$ cat config.mk
export PLATFORM = sky130hd
export DESIGN_NAME = mux2_rr_arbiter
export DESIGN_NICKNAME = d
export VERILOG_FILES = /design/src/rtl/mux2_arb_pkg.sv /design/src/rtl/mux2_w.sv /design/src/rtl/mux2_rr_arbiter.sv
export SDC_FILE = /design/constraint.sdc
export NUM_CORES = 1
export LEC_CHECK = 0
export BUFFER_PORTS_ARGS = -buffer_cell sky130_fd_sc_hd__buf_2
export CAP_MARGIN = 20
export CORE_UTILIZATION = 46
export DETAILED_ROUTE_END_ITERATION = 6
export PLACE_DENSITY = 0.74
export SKIP_LAST_GASP = 1
export SLEW_MARGIN = 20
export SYNTH_ARGS = -nofsm -noshare
export SYNTH_HDL_FRONTEND = slang
export SYNTH_SLANG_ARGS = --single-unit
export TNS_END_PERCENT = 10
$ cat constraint.sdc
create_clock -name clk -period 2.05 [get_ports clk]
set_clock_uncertainty 0.15 [all_clocks]
set_input_delay 0 -clock clk [delete_from_list [all_inputs] [get_ports clk]]
set_output_delay 0 -clock clk [all_outputs]
set_load 0.05 [all_outputs]
$ cat src/rtl/mux2_arb_pkg.sv
// Shared encodings for the two-source round-robin arbiter.
package mux2_arb_pkg;

  typedef enum logic [1:0] {
    ST_IDLE = 2'd0,
    ST_G0   = 2'd1,
    ST_G1   = 2'd2
  } state_t;

  localparam logic SRC0 = 1'b0;
  localparam logic SRC1 = 1'b1;

endpackage

$ cat src/rtl/mux2_w.sv
// Parameterized combinational 2:1 data mux; sel=0 picks a, sel=1 picks b.
module mux2_w #(
  parameter int DATA_W = 8
) (
  input  logic              sel,
  input  logic [DATA_W-1:0] a,
  input  logic [DATA_W-1:0] b,
  output logic [DATA_W-1:0] y
);

  assign y = sel ? b : a;

endmodule

$ cat src/rtl/mux2_rr_arbiter.sv
// Two-source valid/ready arbiter with burst-limited round robin feeding one
// registered output stream through a shared 2:1 mux.
//
// state   | meaning
// IDLE    | no grant; arbitration decision taken this cycle
// GRANT0  | source 0 owns the mux path
// GRANT1  | source 1 owns the mux path
module mux2_rr_arbiter
  import mux2_arb_pkg::*;
#(
  parameter int DATA_W    = 8,
  parameter int MAX_BURST = 4
) (
  input  logic              clk,
  input  logic              rst,
  input  logic              in0_valid,
  input  logic [DATA_W-1:0] in0_data,
  output logic              in0_ready,
  input  logic              in1_valid,
  input  logic [DATA_W-1:0] in1_data,
  output logic              in1_ready,
  output logic              out_valid,
  output logic [DATA_W-1:0] out_data,
  output logic              out_src,
  input  logic              out_ready,
  output logic [1:0]        grant
);

  localparam int CNT_W = $clog2(MAX_BURST + 1);
  localparam logic [CNT_W-1:0] CNT_LAST = CNT_W'(MAX_BURST - 1);

  state_t           state, state_nxt;
  logic [CNT_W-1:0] count, count_nxt;
  logic             last, last_nxt;

  logic              ld;
  logic              sel;
  logic              xfer;
  logic              cur_valid;
  logic              oth_valid;
  logic [DATA_W-1:0] mux_y;

  assign ld        = !out_valid || out_ready;
  assign sel       = (state == ST_G1);
  assign in0_ready = ld && (state == ST_G0);
  assign in1_ready = ld && (state == ST_G1);
  assign xfer      = (in0_ready && in0_valid) || (in1_ready && in1_valid);
  assign cur_valid = sel ? in1_valid : in0_valid;
  assign oth_valid = sel ? in0_valid : in1_valid;

  mux2_w #(.DATA_W(DATA_W)) u_mux (
    .sel (sel),
    .a   (in0_data),
    .b   (in1_data),
    .y   (mux_y)
  );

  always_comb begin
    state_nxt = state;
    count_nxt = count;
    last_nxt  = last;
    grant     = 2'b00;
    case (state)
      ST_IDLE: begin
        count_nxt = '0;
        if (in0_valid && in1_valid)
          state_nxt = (last == SRC0) ? ST_G1 : ST_G0;
        else if (in0_valid)
          state_nxt = ST_G0;
        else if (in1_valid)
          state_nxt = ST_G1;
      end
      ST_G0, ST_G1: begin
        grant = sel ? 2'b10 : 2'b01;
        if (!cur_valid) begin
          last_nxt  = sel;
          count_nxt = '0;
          if (oth_valid)
            state_nxt = sel ? ST_G0 : ST_G1;
          else
            state_nxt = ST_IDLE;
        end else if (xfer) begin
          if (count == CNT_LAST) begin
            // Burst exhausted: hand over only if the other side is waiting.
            count_nxt = '0;
            if (oth_valid) begin
              last_nxt  = sel;
              state_nxt = sel ? ST_G0 : ST_G1;
            end
          end else begin
            count_nxt = count + 1'b1;
          end
        end
      end
      default: state_nxt = ST_IDLE;
    endcase
  end

  always_ff @(posedge clk) begin
    if (rst) begin
      state <= ST_IDLE;
      count <= '0;
      last  <= SRC1;
    end else begin
      state <= state_nxt;
      count <= count_nxt;
      last  <= last_nxt;
    end
  end

  always_ff @(posedge clk) begin
    if (rst) begin
      out_valid <= 1'b0;
      out_data  <= '0;
      out_src   <= 1'b0;
    end else if (xfer) begin
      out_valid <= 1'b1;
      out_data  <= mux_y;
      out_src   <= sel;
    end else if (ld) begin
      out_valid <= 1'b0;
    end
  end

endmodule

==> flow_summary.toml <==
[outcome]
status = "complete, no violations"

[placement]
gp_congestion = 0.7843
place_hpwl_mm = 1.684
port_buffers = 34

[layout]
final_cell_mix = "buf_2 (34), dlygate4sd3_1 (18), dfxtp_1 (15)"
mostFrequentLayoutCell = "buf_2"
multi_input_area_um2 = 625.6
utilization_pct = 68.26
antenna_cells = 0
seq_area_um2 = 321.6
nets = 185
area_growth_pct = 35.03
fillCellCount = 159
layout-drive-gt1-share_pct = 35.03

[synthesis]
syn_nets = 134
ys_ff_latch = 16
ys.warnings.count = 0
synth_cell_types = 34
yosysSeqAreaShare_pct = 31.03
syn-cell-area_mm2 = 0.001032
synthCells = 107
syn_avg_cell_area_um2 = 9.647

[drt]
finalWirelength_mm = 2.716
drc = 0
antenna_left = 0
drtIter0Drc = 37
vias = 979
firstDrtPassIters = 4
viasPerCell = 5.321
wl_per_cell_um = 14.76

[clock_tree]
cts.sinks = 16
cts_max_path_buffers = 2
insertion_delay_ps = 290
htreeDepth = 1
clockRootBuffer = "clkbuf_4"
cts_tree = "built"
cts_buffers = 3
clk_pin_slew_worst_paths_ps = 100

[critical_path]
worst-path-buf-inv = 1
cp.arrival_ps = 1990
critPathKind = "register to register"
cpMaxStageDelayCell = "a221oi_2"
crit_start = "state[0]$_SDFFE_PP0P_"
critPathRequiredTime_ps = 2120
critPathCaptureType = "register"
cp_max_fo = 9
cp_top_family = "compound AO/OA/AOI/OAI gates"
critPathMaxStageDelay_ps = 370
critPathLaunchType = "register"
crit_chain = "inv_1 > ha_1 > nand2b_1 > o22ai_1 > a221oi_2 > mux2i_1"
r2r_start = "state[0]$_SDFFE_PP0P_"

[timing]
hold_viol_final = 0
slew_headroom_pct = 75.83
drv_slew = 0
fmax_ghz = 0.5220
worst_slew_pin_slew_ps = 362.5
holdWs_ps = 32.67
setup_viol = 0
finalCritPeriodShare_pct = 93.45
min_period_ps = 1916
fin_setup_tns_ps = 0

[power_and_ir_drop]
p_per_area_mw_per_mm2 = 1227
ir_drop_v = 0.0007606
p_total_w = 0.001710
power_leakage_nw = 0.6247

[job]
maxCapViolCount = 0

[min_path]
min_from = "out_ready"
hold_class = "input pin to register"

[floorplan]
rows = 16
die_h_um = 49.37
design.die.area_mm2 = 0.002437
core_region_area_mm2 = 0.002042
initial_core_util_pct = 50.55
fp.dieW_um = 49.37
pin_count = 35

[grt]
grt_pass1_vias = 973
grt_usage_pct = 23.48
grt-ovfl-total = 0
grt_pass1_wl_mm = 4.360
grt_max_degree = 20
antenna_found_initial = 0
==> Yosys cell counts <==
cell	count	area share, %
inv_1	5	1.8
o22ai_1	1	0.61
nand4_1	1	0.61
buf_6	1	1.1
a221oi_2	2	2.9
nand2b_1	6	3.6
a21oi_2	1	0.85
buf_12	1	1.9
a21oi_1	6	2.9
o21ai_0	3	1.5
a211oi_2	8	9.7
buf_1	1	0.36
nor2b_1	1	0.61
mux2i_1	11	11
o21a_1	1	0.73
a22o_4	1	1.7
or4_1	1	0.73
dfxtp_1	16	31
a31oi_1	2	1.2
nand2_1	5	1.8
a21boi_0	1	0.73
and2_4	1	0.85
nand3_1	2	0.97
and2_1	1	0.61
buf_2	2	0.97
o221a_2	1	1.1
nor3b_1	1	0.73
nand4b_2	1	1.5
buf_8	1	1.5
nor2_1	12	4.4
a22oi_1	1	0.73
buf_4	1	0.73
and3b_1	2	1.7
ha_1	6	7.3
==> power breakdown <==
part           total [W]  switching [W]  internal, W
clock           0.000216       0.000108     0.000108
combinational    0.00104       0.000691     0.000352
sequential      0.000451      0.0000541     0.000396
total            0.00171       0.000853     0.000856
==> state kept, by name, indices dropped and copies added (netlist names) <==
signal     flops
count          3
last           1
out_data       8
out_src        1
out_valid      1
state          2
==> cell families (layout without fill, tap and decap cells) <==
kind of cell,count (synthesis),after routing,synth area share (%)
adder cells (fa/ha/maj),6,6,7.273
multiplexers,11,11,10.67
AO/OA/AOI/OAI,28,28,24.61
buffers and inverters,12,62,8.363
flip-flops,16,16,31.03
AND/OR/NAND/NOR,34,34,18.06
==> metrics by stage <==
| step | cell area (µm²) | setup slack [ps] | cells |
|---|---|---|---|
| detailed placement | 1176 | 125.8 | 162 |
| CTS | 1393 | 104.8 | 184 |
| global route | 1394 | -17.14 | 184 |
| floorplan | 1032 | 204.0 | 107 |
| global placement | 1176 | 184.9 | 162 |
| finish | 1394 | 134.4 | 184 |
==> routing by layer <==
layer / up-vias / wire [µm] / share of wire (%) / global-route usage, %
li1: 483 / - / - / -
met1: 446 / 1129 / 42 / 26.55
met2: 44 / 1374 / 51 / 42.69
met3: 6 / 149 / 5.5 / 4.361
met4: 0 / 63 / 2.3 / 9.524
met5: - / 0 / 0 / 0
==> worst reg2reg max path: cells and delay by family, from the launching register on <==
family                     cells  cell delay, ps
AOI/OAI and AO/OA              2             490
adders and majority gates      1             320
buffers and inverters          1              80
DFF                            1             360
muxes                          1             210
and+or+nand+nor                1             250
==> what timing repair did <==
| item | 4_1_cts | 5_1_grt |
|---|---|---|
| gates resized for setup | 0 | 1 |
| setup buffers | 0 | 0 |
| hold buffers | 18 | 0 |
| setup endpoints to repair | 0 | 3 |
| endpoints found under the hold margin | 12 | 0 |
==> layout make-up <==
type                            instances  share of cell area (%)
Inverter                                5                   1.346
Timing Repair Buffer                   53                   25.67
Tap cell                               27                   2.424
Clock buffer                            4                   2.603
Multi-Input combinational cell         79                   44.88
Sequential cell                        16                   23.07
==> worst paths after layout <==
check / endpoint / slack [ps] / cells past startpoint
hold / removal: out_valid$_SDFFE_PP0P_ / 30 / 3
setup / recovery: state[0]$_SDFFE_PP0P_ / 130 / 6
setup reg to reg: state[0]$_SDFFE_PP0P_ / 130 / 6
hold reg to reg: count[1]$_SDFFE_PP0P_ / 350 / 2
Power figures use the tool's default switching activity.
